### config.mk
export PLATFORM = sky130hd
export DESIGN_NAME = vecmat_gate_collect
export DESIGN_NICKNAME = d
export VERILOG_FILES = /design/src/rtl/lstm_pkg.sv /design/src/rtl/gate_sat_add.sv /design/src/rtl/vecmat_gate_collect.sv
export SDC_FILE = /design/constraint.sdc
export NUM_CORES = 1
export LEC_CHECK = 0
export ABC_AREA = 1
export BUFFER_PORTS_ARGS = -buffer_cell sky130_fd_sc_hd__buf_2
export CAP_MARGIN = 5
export CELL_PAD_IN_SITES_DETAIL_PLACEMENT = 1
export CELL_PAD_IN_SITES_GLOBAL_PLACEMENT = 2
export CORE_AREA = 2 2 415 417
export CTS_CLUSTER_SIZE = 12
export DETAILED_ROUTE_END_ITERATION = 10
export DIE_AREA = 0 0 417 419
export GPL_TIMING_DRIVEN = 0
export PLACE_DENSITY = 0.61
export SYNTH_ARGS = -nofsm -noshare
export SYNTH_HDL_FRONTEND = slang
export SYNTH_HIERARCHICAL = 1
export SYNTH_SLANG_ARGS = --single-unit
### constraint.sdc
create_clock -name clk -period 2.7 [get_ports clk]
set_input_delay 0.135 -clock clk [delete_from_list [all_inputs] [get_ports clk]]
set_output_delay 0.135 -clock clk [all_outputs]
set_load 0.03 [all_outputs]
### src/rtl/lstm_pkg.sv
// Shared Q8.8 fixed-point definitions for the LSTM datapath blocks.
package lstm_pkg;

  localparam int DW     = 16;
  localparam int FRAC_W = 8;

  localparam logic signed [DW-1:0] Q_ONE  = 16'sh0100;
  localparam logic signed [DW-1:0] Q_HALF = 16'sh0080;
  localparam logic signed [DW-1:0] Q_MAX  = 16'sh7FFF;
  localparam logic signed [DW-1:0] Q_MIN  = 16'sh8000;

  typedef enum logic {
    ST_COLLECT = 1'b0,
    ST_FULL    = 1'b1
  } collect_state_e;

endpackage

### src/rtl/gate_sat_add.sv
// Combinational 3-input Q8.8 add with saturation; optional hard sigmoid when
// GATE_HARD_SIGMOID_EN is defined. sat reports adder saturation only.
module gate_sat_add
  import lstm_pkg::*;
(
  input  logic [DW-1:0] data_x,
  input  logic [DW-1:0] data_h,
  input  logic [DW-1:0] bias,
  output logic [DW-1:0] value,
  output logic          sat
);

  logic signed [DW+1:0] sum;
  logic signed [DW-1:0] sat_val;
`ifdef GATE_HARD_SIGMOID_EN
  logic signed [DW-1:0] hs_val;
`endif

  // Two guard bits are enough for the sum of three 16-bit signed operands.
  assign sum = $signed({{2{data_x[DW-1]}}, data_x})
             + $signed({{2{data_h[DW-1]}}, data_h})
             + $signed({{2{bias[DW-1]}}, bias});

  always_comb begin
    sat     = 1'b0;
    sat_val = sum[DW-1:0];
    if (sum > 18'sd32767) begin
      sat     = 1'b1;
      sat_val = Q_MAX;
    end else if (sum < -18'sd32768) begin
      sat     = 1'b1;
      sat_val = Q_MIN;
    end
  end

`ifdef GATE_HARD_SIGMOID_EN
  assign hs_val = (sat_val >>> 2) + Q_HALF;

  always_comb begin
    value = hs_val;
    if (hs_val < 16'sd0)
      value = '0;
    else if (hs_val > Q_ONE)
      value = Q_ONE;
  end
`else
  assign value = sat_val;
`endif

endmodule

### src/rtl/vecmat_gate_collect.sv
// Collects per-neuron gate results (x + h + bias, saturated) into one packed
// gate vector with valid/ready output. Optional hard sigmoid: GATE_HARD_SIGMOID_EN.
module vecmat_gate_collect
  import lstm_pkg::*;
#(
  parameter int ARRAY_DEPTH = 64,
  parameter int VEC_W       = 1024
) (
  input  logic             clk,
  input  logic             reset,
  input  logic             in_valid,
  output logic             in_ready,
  input  logic [DW-1:0]    data_x,
  input  logic [DW-1:0]    data_h,
  input  logic [DW-1:0]    bias,
  output logic [VEC_W-1:0] gate_vec,
  output logic             out_valid,
  input  logic             out_ready,
  output logic             sat_flag
);

  localparam int CW = $clog2(ARRAY_DEPTH + 1);
  localparam int IW = $clog2(ARRAY_DEPTH);
  localparam logic [CW-1:0] DEPTH_C = CW'(ARRAY_DEPTH);
  localparam logic [IW-1:0] LAST_C  = IW'(ARRAY_DEPTH - 1);

  collect_state_e state_q;
  logic [CW-1:0]  acc_cnt_q;
  logic           s1_valid_q;
  logic [DW-1:0]  s1_val_q;
  logic           s1_sat_q;
  logic [IW-1:0]  s1_idx_q;
  logic           out_valid_q;
  logic           sat_flag_q;
  logic [DW-1:0]  slot_q [ARRAY_DEPTH];

  logic [DW-1:0]  add_val;
  logic           add_sat;
  logic           accept;

  gate_sat_add u_sat_add (
    .data_x (data_x),
    .data_h (data_h),
    .bias   (bias),
    .value  (add_val),
    .sat    (add_sat)
  );

  assign in_ready  = (state_q == ST_COLLECT) && (acc_cnt_q < DEPTH_C);
  assign accept    = in_valid && in_ready;
  assign out_valid = out_valid_q;
  assign sat_flag  = sat_flag_q;

  always_ff @(posedge clk) begin
    if (!reset) begin
      state_q     <= ST_COLLECT;
      acc_cnt_q   <= '0;
      s1_valid_q  <= 1'b0;
      s1_val_q    <= '0;
      s1_sat_q    <= 1'b0;
      s1_idx_q    <= '0;
      out_valid_q <= 1'b0;
      sat_flag_q  <= 1'b0;
    end else begin
      s1_valid_q <= accept;
      if (accept) begin
        s1_val_q <= add_val;
        s1_sat_q <= add_sat;
        s1_idx_q <= acc_cnt_q[IW-1:0];
      end
      case (state_q)
        ST_COLLECT: begin
          if (accept)
            acc_cnt_q <= acc_cnt_q + 1'b1;
          if (s1_valid_q) begin
            sat_flag_q <= sat_flag_q | s1_sat_q;
            if (s1_idx_q == LAST_C) begin
              state_q     <= ST_FULL;
              out_valid_q <= 1'b1;
            end
          end
        end
        ST_FULL: begin
          if (out_valid_q && out_ready) begin
            state_q     <= ST_COLLECT;
            out_valid_q <= 1'b0;
            acc_cnt_q   <= '0;
            sat_flag_q  <= 1'b0;
          end
        end
        default: state_q <= ST_COLLECT;
      endcase
    end
  end

  // Slots are only rewritten by the next vector, so gate_vec holds across the handshake.
  for (genvar gi = 0; gi < ARRAY_DEPTH; gi++) begin : g_slot
    always_ff @(posedge clk) begin
      if (!reset)
        slot_q[gi] <= '0;
      else if (s1_valid_q && (s1_idx_q == IW'(gi)))
        slot_q[gi] <= s1_val_q;
    end
    assign gate_vec[gi*DW +: DW] = slot_q[gi];
  end

endmodule

### Word level (Yosys, flattened, before mapping)

Memories as Yosys holds them, arrays and structs flattened.
Cells that the tools add are included.

| cells by class | value |
|---|---|
| add/subtract/negate cells | 3 |
| $lt $le $gt $ge | 3 |
| equality and inequality tests | 67 |
| muxes and demuxes | 274 |
| bitwise operators | 66 |
| reduce and logical (&&, ||, !) cells | 71 |

Operators by type and width:

| kind | number |
|---|---|
| $mux W16 | 66 |
| $mux W1 | 202 |
| $eq A6 B6 Y1 const B | 32 |
| $eq A6 B5 Y1 const B | 16 |
| $logic_and A1 B1 Y1 | 67 |
| $or A1 B1 Y1 | 65 |
| $eq A6 B4 Y1 const B | 8 |
| $eq A6 B3 Y1 const B | 4 |
| $add A17 B16 Y18 | 1 |
| $gt A18 B16 Y1 const B | 1 |
| $lt A18 B16 Y1 const B | 1 |
| $add A16 B16 Y17 | 1 |
| $mux W7 | 2 |
| $pmux W7 S2 | 1 |
| $eq A6 B2 Y1 const B | 2 |
| $add A7 B1 Y7 const B | 1 |
| $lt A7 B7 Y1 const B | 1 |
| $eq A6 B1 Y1 const B | 1 |
| $logic_not A6 Y1 | 1 |
| $pmux W1 S2 | 3 |
| $ne A2 B1 Y1 const B | 2 |
| $ne A2 B2 Y1 const B | 2 |
| $reduce_and A2 Y1 | 2 |
| $reduce_and A3 Y1 | 1 |
| $not A1 Y1 | 1 |

| word-level totals | value |
|---|---|
| register bits | 34 |
| memory bits (writable) | 1024 |
| bits of input ports | 52 |
| output and inout port bits | 1027 |
| word-level logic and storage cells | 493 |
| memories kept | 1 |

Memories:

| name | depth | width | rd ports | clocked after memory_dff | wr ports | line | text |
|---|---|---|---|---|---|---|---|
| slot_q | 64 | 16 | 64 | 0 | 64 | vecmat_gate_collect.sv:35 | `logic [DW-1:0] slot_q [ARRAY_DEPTH];` |

### Logic depth before layout (Yosys ltp)

Gate-level depths: netlist of run 1.

| depth | value |
|---|---|
| depth after elaboration | 6 |
| mapped depth | 20 |
| gate-level depth less buffers | 19 |

### Hierarchy

The synthesis of run 1 kept the hierarchy.

Modules (own cells, without submodules):

| module | times used | cells each | area each (µm²) | sequential area each (µm²) |
|---|---|---|---|---|
| vecmat_gate_collect | 1 | 2607 | 37629.8 | 31430.1 |
| gate_sat_add | 1 | 224 | 1485.2 | 0.0 |

### Worst setup path after synthesis of run 1

OpenSTA, ideal clock, no wires.

| timing path | value |
|---|---|
| path type | reg2reg |
| start point | register s1_idx_q[5] |
| end point | memory slot_q[32][0], in the netlist slot_q[1][0], enable pin |
| setup time | 0.411 ns |
| arrival time | 2.251 ns |
| required time | 2.289 ns |
| path slack | 0.038 ns |
| stages on the path, launching flop included | 6 |
| buffers on the path | 1 |
| period minus slack after synthesis | 2.662 ns |
| path through | dfxtp_1 -> inv_1 -> nor3_2 -> buf_2 -> inv_1 -> o21ai_0 |

RTL lines:

| item | line | text |
|---|---|---|
| start, declared | vecmat_gate_collect.sv:32 | `logic [IW-1:0] s1_idx_q;` |
| start signal, assigned | vecmat_gate_collect.sv:69 | `s1_idx_q <= acc_cnt_q[IW-1:0];` |
| end, declared | vecmat_gate_collect.sv:35 |  |

==> out/metrics.cfg, run 1 <==
[route]
drtIter0Drc = 2416
drc_errors = 0
drt-pass1-iter-count = 8
vias = 28033
wire_per_inst_um = 29.7
vias_per_cell = 4.37
wirelength_um = 191000
drtAntennaViolNets = 0

[sta]
finalHoldViolations = 0
post-route-min-period_ns = 2.93
setup_tns_ns = -21.77
maxSlewHeadroom_pct = 6.92
skew_ns = 0.0331
slew_viol_final = 0
grt_setup_unrepaired = true
fin_crit_sh_pct = 108
holdWs_ns = 0.215
worst_pin_slew_ns = 1.40
worst_slack_ns = -0.228
finalSetupViolations = 160
fmax_mhz = 342

[layout]
area_growth_pct = 34.1
finalNetCount = 4182
fin_cells = 6418
drive_gt1_share_pct = 35.0
nFillCells = 18741
design_area_um2 = 52500

[pwr]
powerDensity_nw_per_um2 = 763
worst_ir_drop_vdd_v = 0.000528
p_leak_nw = 20.9

[setup_path]
path_max_fanout = 16
required_ns = 2.93
crit_type = input port to register
critPathLaunchType = input port
arrival_ns = 3.15
endpoint_kind = register

[placed_design]
dp.cells = 6187
dp_slack_ns = -1.09
port_buffers = 1077
gp_congestion = 0.816
dpl_cell_area_um2 = 48200
hpwl_um = 146000

[die]
num_rows = 152
fp.coreArea_um2 = 171000
die_width_um = 417
start_util_pct = 22.9
die_area_um2 = 175000
fp.dieH_um = 419
io-pin-count = 1079

[global_route]
grtUsageTotal_pct = 21.1
antenna_found_initial = 6
grt_pass1_wl_um = 248000
globalRoute.totalOverflow = 0
grt_max_degree = 17
grt_pass1_vias = 27699

[yosys]
async_reset_ff_share_pct = 0
postSynthNetCount = 2917
synthTopCellsByArea = edfxtp_1 (79%), nor2_1 (10%), dfxtp_1 (1.7%), clkbuf_1 (1.6%), nand2_1 (1.5%)
yosysWarnings = 6
synth_top_area_share_pct = 78.6
synth.most_common_cell = nor2_1
yosysSeqAreaShare_pct = 80.4
synth-edff-count = 1024
syn-instance-count = 2831
post-synth-top-area-cell = edfxtp_1
avgSynthCellArea_um2 = 13.8
synthFlopType = edfxtp_1
synthDistinctLibCells = 33
ys_ff_latch = 1058
syn_area_um2 = 39100
synthTopCellsByCount = nor2_1 (1053), edfxtp_1 (1024), clkbuf_1 (169)

[cts]
cts_buffers = 117
clkTransAtPathRegs_ns = 0.06
cts.sinks = 1058
cts_root_buf = clkbuf_16
cts-htree-levels = 3
cts_tree = built
insertion_delay_ns = 0.75
clock_path_buffers = 3

[run_status]
status = complete, but fails checks
failed_checks = negative setup slack

[worst_hold_path]
hold_path.class = input port to register

[flow_run]
max_cap_viol_count = 0

[per-stage QoR]
| stage | total power, mW | util [%] |
|---|---|---|
| after floorplan | 22.1 | - |
| after global placement | 25.1 | 27.7 |
| after detailed placement | 25.3 | 28.3 |
| after CTS | 40.4 | 30.5 |
| after global routing | 41.2 | 30.7 |
| final | 40.0 | 30.8 |
[per-layer routing]
metal / global-route usage, % / up-vias / part of all wire [%]
li1: - / 12145 / -
met1: 25.8 / 14654 / 40
met2: 37.3 / 984 / 51
met3: 3.90 / 248 / 5.2
met4: 6.68 / 2 / 3.4
met5: 0 / - / 0.0073
[critical path, cell delays in order]
cell	delay, ns
buf_2	0.37
clkbuf_1	0.64
clkbuf_1	0.40
clkbuf_1	0.69
nand2_1	0.85
[cell families after synthesis]
logic type	Yosys count	synth area share, %
simple gates	1330	13.6
flops	1058	80.4
buf+inv	289	2.90
compound gates	110	1.47
fa+ha+maj	34	1.41
xor+xnor	10	0.224
[worst paths after layout]
kind                                                      to  slack, ns                       from  depth (start not counted)
worst max-delay path            slot_q[0][486]$_SDFFCE_PN0P_      -0.23                      reset                          5
worst min-delay path                s1_val_q[0]$_SDFFE_PN0P_       0.21                  data_h[0]                          6
worst min register to register     acc_cnt_q[6]$_SDFFE_PN0P_       0.49  acc_cnt_q[6]$_SDFFE_PN0P_                          2
worst max register to register  slot_q[1][247]$_SDFFCE_PN0P_       0.01   s1_val_q[7]$_SDFFE_PN0P_                          4
[registers in the layout, summed over array words and instances, names as in the netlist]
signal,count
acc_cnt_q,7
out_valid,1
s1_idx_q,6
s1_sat_q,1
s1_val_q,16
s1_valid_q,1
sat_flag,1
slot_q,1024
state_q,1
[repair_timing]
action / 4_1_cts / 5_1_grt
gates resized for setup: 44 / 30
hold buffers: 3 / 0
pin swaps: 3 / 7
endpoints found under the setup margin: 1323 / 523
endpoints found under the hold margin: 8 / 0
setup buffers: 9 / 19
[placed cells by master, fill, tap and decap left out, types with 15 or more instances in the layout]
cell | synthesis | layout
buf_4 | 2 | 19
buf_1 | 21 | 21
dfxtp_1 | 34 | 34
nor2_4 | 0 | 15
o21ai_4 | 1 | 16
o21ai_0 | 64 | 25
fa_1 | 17 | 17
ha_1 | 17 | 17
buf_2 | 14 | 1090
nand2_2 | 14 | 29
clkbuf_16 | 0 | 119
nand2_1 | 160 | 145
buf_8 | 0 | 37
nand3_1 | 58 | 47
nand3_2 | 23 | 34
a21oi_1 | 40 | 40
edfxtp_1 | 1024 | 1024
clkbuf_1 | 169 | 183
o21ai_2 | 0 | 24
inv_1 | 75 | 72
clkinv_1 | 0 | 29
nor2_1 | 1053 | 1041
[power by group]
part           leakage, nW  switching, mW  total, mW  internal (mW)
logic                 8.32           5.03       6.14           1.12
registers             10.9          0.183       18.7           18.6
clock network         1.70           6.75       15.2           8.41
total                 20.9           12.0       40.0           28.1
[final cells by class]
type                            count  area (um2)  share of cell area (%)
Multi-Input combinational cell   1484        7020                    13.4
Sequential cell                  1058       31400                    59.9
Tap cell                         2233        2790                    5.33
Buffer                            200         821                    1.56
Clock inverter                     55         433                   0.825
Inverter                           81         315                   0.601
Timing Repair Buffer             1154        6550                    12.5
Antenna cell                        5        12.5                  0.0239
Clock buffer                      148        3090                    5.88
(Power assumes the default switching activity.)
==> run 2: changes to the inputs <==
--- a/config.mk
+++ b/config.mk
@@ -8,14 +8,12 @@
 export ABC_AREA = 1
 export BUFFER_PORTS_ARGS = -buffer_cell sky130_fd_sc_hd__buf_2
 export CAP_MARGIN = 5
-export CELL_PAD_IN_SITES_DETAIL_PLACEMENT = 1
-export CELL_PAD_IN_SITES_GLOBAL_PLACEMENT = 2
-export CORE_AREA = 2 2 415 417
+export CORE_AREA = 2 2 424 426
 export CTS_CLUSTER_SIZE = 12
 export DETAILED_ROUTE_END_ITERATION = 10
-export DIE_AREA = 0 0 417 419
+export DIE_AREA = 0 0 426 428
 export GPL_TIMING_DRIVEN = 0
-export PLACE_DENSITY = 0.61
+export PLACE_DENSITY = 0.44
 export SYNTH_ARGS = -nofsm -noshare
 export SYNTH_HDL_FRONTEND = slang
 export SYNTH_HIERARCHICAL = 1
==> run 2 against run 1 <==
The flow still finishes with violations (negative setup slack). Hold slack got worse by 0.00076 ns. Global-route usage fell by 0.68 points. Sequential power is essentially flat. Flip-flop and latch count is the same. Die area grew 4.4%. Cell count up 1.9%. Largest power group unchanged.
==> out/metrics.cfg, run 2 (synthesized netlist as in run 1, its figures left out) <==
[run_status]
status = complete, but fails checks  ; unchanged
failed_checks = negative setup slack  ; unchanged

[route]
wire_per_inst_um = 29.3  ; was 29.7 um
vias_per_cell = 4.23  ; was 4.37
drtIter0Drc = 2526  ; was 2416
wl_met2_um = 96100  ; was 97600 um
top_layer = met5  ; unchanged
wl_met1_um = 74300  ; was 76700 um
wirelength_um = 192000  ; was 191000 um
vias = 27658  ; was 28.0k
drtAntennaViolNets = 0  ; unchanged
drc_errors = 0  ; unchanged
drt-pass1-iter-count = 5  ; was 8
wl_met3_um = 12700  ; was 9910 um

[cts]
cts_root_buf = clkbuf_16  ; unchanged
insertion_delay_ns = 0.77  ; was 0.75 ns
cts-htree-levels = 3  ; unchanged
clkTransAtPathRegs_ns = 0.06  ; about the same
clock_path_buffers = 3  ; unchanged
cts_tree = built  ; unchanged
cts.sinks = 1058  ; unchanged
cts_buffers = 119  ; was 117

[layout]
largest_reg_flops = 1024  ; unchanged
design_area_um2 = 52700  ; was 52500 um2
final_common_cell = buf_2  ; unchanged
reg_top3 = slot_q: 1024 flops, s1_val_q: 16 flops, acc_cnt_q: 7 flops  ; unchanged
finalNetCount = 4169  ; was 4182
drive_gt1_share_pct = 35.1  ; was 35.0%
fin_cells = 6540  ; was 6418
top_register = slot_q  ; unchanged
area_growth_pct = 34.6  ; was 34.1%
final_cell_mix = buf_2 (1091), nor2_1 (1043), edfxtp_1 (1024)  ; was buf_2 (1090), nor2_1 (1041), edfxtp_1 (1024)

[sta]
maxSlewHeadroom_pct = 8.78  ; was 6.92%
setup_tns_ns = -15.00  ; was -21.77 ns
finalHoldViolations = 0  ; unchanged
worst_pin_slew_ns = 1.37  ; was 1.40 ns
grt_setup_unrepaired = true  ; unchanged
fin_crit_sh_pct = 107  ; was 108%
slew_viol_final = 0  ; unchanged
finalSetupViolations = 231  ; was 160
fmax_mhz = 346  ; was 342 MHz
worst_slack_ns = -0.188  ; was -0.228 ns
skew_ns = 0.0342  ; was 0.0331 ns
post-route-min-period_ns = 2.89  ; was 2.93 ns
holdWs_ns = 0.214  ; was 0.215 ns

[global_route]
globalRoute.totalOverflow = 0  ; unchanged
grt_max_degree = 18  ; was 17
grtUsageTotal_pct = 20.4  ; was 21.1%
antenna_found_initial = 16  ; was 6
grt_pass1_vias = 26656  ; was 27.7k
grt_pass1_wl_um = 248000  ; about the same

[setup_path]
arrival_ns = 3.36  ; was 3.15 ns
critPathLaunchType = register  ; was input port
path_max_fanout = 10  ; was 16
required_ns = 3.17  ; was 2.93 ns
endpoint_kind = register  ; unchanged
crit_type = register to register  ; was input port to register

[worst_hold_path]
hold_path.class = input port to register  ; unchanged

[pwr]
worst_ir_drop_vdd_v = 0.000530  ; was 0.000528 V
p_leak_nw = 20.9  ; about the same
powerDensity_nw_per_um2 = 776  ; was 763 nW/um2
p_total_mw = 40.8  ; was 40.0 mW

[die]
num_rows = 155  ; was 152
io-pin-count = 1079  ; unchanged
die_width_um = 426  ; was 417 um
fp.coreArea_um2 = 178000  ; was 171000 um2
die_area_um2 = 182000  ; was 175000 um2
fp.dieH_um = 428  ; was 419 um
start_util_pct = 22.0  ; was 22.9%

[placed_design]
port_buffers = 1077  ; unchanged
dp.cells = 6303  ; was 6187
hpwl_um = 146000  ; about the same
gp_congestion = 0.847  ; was 0.816
dpl_cell_area_um2 = 48400  ; was 48200 um2

[flow_run]
max_cap_viol_count = 0  ; unchanged

-- run 2: path summary, 6_finish.rpt --
kind,startpoint,endpoint,slack (ns),cells past startpoint
min reg2reg,s1_idx_q[3]$_SDFFE_PN0P_,s1_idx_q[3]$_SDFFE_PN0P_,0.49,2
min,bias[0],s1_val_q[0]$_SDFFE_PN0P_,0.21,6
max,s1_idx_q[2]$_SDFFE_PN0P_,slot_q[0][28]$_SDFFCE_PN0P_,-0.19,6
max reg2reg,s1_idx_q[2]$_SDFFE_PN0P_,slot_q[0][28]$_SDFFCE_PN0P_,-0.19,6
-- run 2: metrics by stage --
stage               util, %  setup slack, ns
floorplan                 -           0.0378
global placement       26.7            -2.97
detailed placement     27.2            -1.05
CTS                    29.5           -0.225
global route           29.6           -0.235
finish                 29.6           -0.188
-- run 2: critical path, stage by stage, from the launching register on --
cell and delay [ns]:
dfxtp_1 0.32, inv_1 0.09, nand2_1 0.18, nor2_2 0.65, inv_1 0.55, o21ai_4 0.55, buf_8 0.22
-- run 2: metal layers --
layer | track usage [%] | up-vias
met1 | 24.2 | 14118
met2 | 35.1 | 1110
met5 | 0 | -
met4 | 8.69 | 4
met3 | 4.64 | 290
li1 | - | 12136
-- run 2: final cells by class --
class / count / area (um2)
Fill cell: 18496 / 125000
Sequential cell: 1058 / 31400
Multi-Input combinational cell: 1484 / 7000
Timing Repair Buffer: 1132 / 6360
Clock buffer: 146 / 3140
Tap cell: 2355 / 2950
Buffer: 207 / 855
Clock inverter: 70 / 611
Inverter: 81 / 308
Antenna cell: 7 / 17.5
-- run 2: timing repair --
item,4_1_cts,5_1_grt
buffers inserted,9,3
setup endpoints to repair,937,483
pin swaps,6,4
gates resized for setup,42,26
hold buffers,3,0
hold endpoints to repair,25,0
-- run 2: report_power, final --
group	internal [mW]	switching [mW]	leakage, nW	total, mW
combinational	1.15	5.00	8.25	6.16
sequential	18.6	0.187	10.9	18.7
clock	8.91	7.03	1.82	15.9
==> run 3: changes to the inputs <==
--- a/config.mk
+++ b/config.mk
@@ -13,6 +13,7 @@
 export DETAILED_ROUTE_END_ITERATION = 10
 export DIE_AREA = 0 0 426 428
 export GPL_TIMING_DRIVEN = 0
+export MAX_ROUTING_LAYER = met4
 export PLACE_DENSITY = 0.44
 export SYNTH_ARGS = -nofsm -noshare
 export SYNTH_HDL_FRONTEND = slang
==> run 3 against run 2 <==
The run still ends with negative setup slack left. Sequential share of layout area barely moved. Hold slack got worse by 0.0028 ns. Clock-buffer cell count did not move. Wire length barely moved. Die area did not move.
==> out/metrics.cfg, run 3 (synthesized netlist as in run 1, its figures left out) <==
[run_status]
status = complete, but fails checks  ; unchanged
failed_checks = negative setup slack  ; unchanged

[layout]
top_register = slot_q  ; unchanged
final_common_cell = buf_2  ; unchanged
nFillCells = 18498  ; about the same
drive_gt1_share_pct = 35.0  ; was 35.1%
final_cell_mix = buf_2 (1091), nor2_1 (1043), edfxtp_1 (1024)  ; unchanged
largest_reg_flops = 1024  ; unchanged
design_area_um2 = 52700  ; about the same
area_growth_pct = 34.7  ; was 34.6%
finalNetCount = 4169  ; unchanged
reg_top3 = slot_q: 1024 flops, s1_val_q: 16 flops, acc_cnt_q: 7 flops  ; unchanged

[cts]
cts_tree = built  ; unchanged
clock_path_buffers = 3  ; unchanged
clkTransAtPathRegs_ns = 0.06  ; about the same
cts_root_buf = clkbuf_16  ; unchanged
cts_buffers = 119  ; unchanged
insertion_delay_ns = 0.78  ; was 0.77 ns
cts-htree-levels = 3  ; unchanged
cts.sinks = 1058  ; unchanged

[pwr]
worst_ir_drop_vdd_v = 0.000531  ; was 0.000530 V
power.internal_mw = 28.6  ; about the same
p_clk_share_pct = 39.1  ; was 39.0%
p_leak_nw = 20.9  ; about the same
p_sw_mw = 12.2  ; about the same
seqPwrFrac_pct = 45.9  ; about the same
combPwrFrac_pct = 15.1  ; about the same
powerDensity_nw_per_um2 = 776  ; about the same
swShare_pct = 29.9  ; about the same

[setup_path]
critPathLaunchType = register  ; unchanged
endpoint_kind = register  ; unchanged
arrival_ns = 3.44  ; was 3.36 ns
crit_buf_inv = 3  ; unchanged
required_ns = 3.17  ; about the same
crit_family = simple AND/OR/NAND/NOR gates  ; was buffers and inverters
crit_chain = inv_2, nand2_1, nor2_2, inv_1, o21ai_4, buf_8  ; was inv_1, nand2_1, nor2_2, inv_1, o21ai_4, buf_8
cpPeakStageDelay_ns = 0.70  ; was 0.65 ns
crit_type = register to register  ; unchanged
critPathSlowestCell = nor2_2  ; unchanged
path_max_fanout = 10  ; unchanged

[global_route]
grt_max_degree = 18  ; unchanged
grtUsageTotal_pct = 21.0  ; was 20.4%
grt_pass1_vias = 26711  ; about the same
antenna_found_initial = 17  ; was 16
grt_pass1_wl_um = 248000  ; about the same
globalRoute.totalOverflow = 0  ; unchanged

[sta]
worst_pin_slew_ns = 1.38  ; was 1.37 ns
maxSlewHeadroom_pct = 7.98  ; was 8.78%
finalSetupViolations = 234  ; was 231
holdWs_ns = 0.211  ; was 0.214 ns
fmax_mhz = 338  ; was 346 MHz
fin_crit_sh_pct = 110  ; was 107%
post-route-min-period_ns = 2.96  ; was 2.89 ns
slew_viol_final = 0  ; unchanged
skew_ns = 0.0282  ; was 0.0342 ns
finalHoldViolations = 0  ; unchanged
grt_setup_unrepaired = true  ; unchanged
worst_slack_ns = -0.263  ; was -0.188 ns

[die]
fp.coreArea_um2 = 178000  ; unchanged
start_util_pct = 22.0  ; unchanged
die_area_um2 = 182000  ; unchanged
io-pin-count = 1079  ; unchanged
num_rows = 155  ; unchanged
die_width_um = 426  ; unchanged
fp.dieH_um = 428  ; unchanged

[route]
vias_per_cell = 4.25  ; was 4.23
vias = 27805  ; was 27.7k
drt-pass1-iter-count = 5  ; unchanged
drtIter0Drc = 2619  ; was 2526
drc_errors = 0  ; unchanged
drtAntennaViolNets = 0  ; unchanged
wirelength_um = 192000  ; about the same
wire_per_inst_um = 29.3  ; about the same

[placed_design]
dpl_cell_area_um2 = 48400  ; unchanged
gp_congestion = 0.861  ; was 0.847
port_buffers = 1077  ; unchanged
hpwl_um = 146000  ; unchanged

[flow_run]
max_cap_viol_count = 0  ; unchanged

[worst_hold_path]
hold_path.class = input port to register  ; unchanged

run 3: cell count changes in the layout (fill, tap and decap cells not counted):
cell and change:
o21ai_4 -1, nor3_2 -1, diode_2 +5, o21ai_2 +1, nand3_2 -1, nand3_1 +1, nor3_4 +1
run 3: metrics by stage:
step                total power, mW  setup TNS (ns)  utilization [%]  std cells  worst slack, ns
CTS                            41.3          -15.08             29.5       6530           -0.225
floorplan                      22.1               0                -       2831           0.0378
global route                   42.1          -31.53             29.6       6540           -0.240
finish                         40.9          -18.67             29.7       6545           -0.263
detailed placement             25.3         -631.56             27.2       6303            -1.05
global placement               25.1        -1867.75             26.7       6263            -2.97
run 3: area by class of cell:
cell class / count / area (um2) / share of cell area [%]
diodes: 12 / 30.0 / 0.0570
clock buffers: 146 / 3140 / 5.97
inverters: 81 / 308 / 0.584
well taps: 2355 / 2950 / 5.59
clock inverters: 70 / 611 / 1.16
flip-flops and latches: 1058 / 31400 / 59.7
plain buffers: 207 / 855 / 1.62
repair buffers: 1132 / 6360 / 12.1
multi-input cells: 1484 / 6990 / 13.3
run 3: path summary, 6_finish.rpt:
check	start	slack [ns]	end	cells past startpoint
setup / recovery	s1_idx_q[1]$_SDFFE_PN0P_	-0.26	slot_q[0][28]$_SDFFCE_PN0P_	6
hold / removal	bias[0]	0.21	s1_val_q[0]$_SDFFE_PN0P_	6
setup reg to reg	s1_idx_q[1]$_SDFFE_PN0P_	-0.26	slot_q[0][28]$_SDFFCE_PN0P_	6
hold reg to reg	s1_idx_q[3]$_SDFFE_PN0P_	0.49	s1_idx_q[3]$_SDFFE_PN0P_	2
run 3: power by group through the flow:
stage	combinational (mW)	sequential (mW)	clock, mW
6_report	6.15	18.7	16.0
5_1_grt	6.45	18.8	16.9
3_3_place_gp	6.00	19.1	0
3_5_place_dp	6.20	19.1	0
4_1_cts	6.26	18.7	16.3
2_1_floorplan	1.79	20.3	0
run 3: worst reg2reg max path, stage by stage (launching register included):
cell	delay, ns
dfxtp_1	0.33
inv_2	0.07
nand2_1	0.17
nor2_2	0.70
inv_1	0.59
o21ai_4	0.59
buf_8	0.23
run 3: layer usage:
metal / vias to the layer above / routed length (um) / global-route usage, %
met4: 0 / 8900 / 8.73
met1: 14183 / 74000 / 24.3
met3: 310 / 12400 / 4.48
met5: - / 0 / -
met2: 1172 / 96400 / 35.1
li1: 12140 / - / -
run 3: repair_timing:
item	4_1_cts	5_1_grt
endpoints found under the hold margin	25	0
pin swaps	6	6
setup buffers	9	3
endpoints found under the setup margin	937	474
gates resized for setup	42	25
hold buffers	3	0
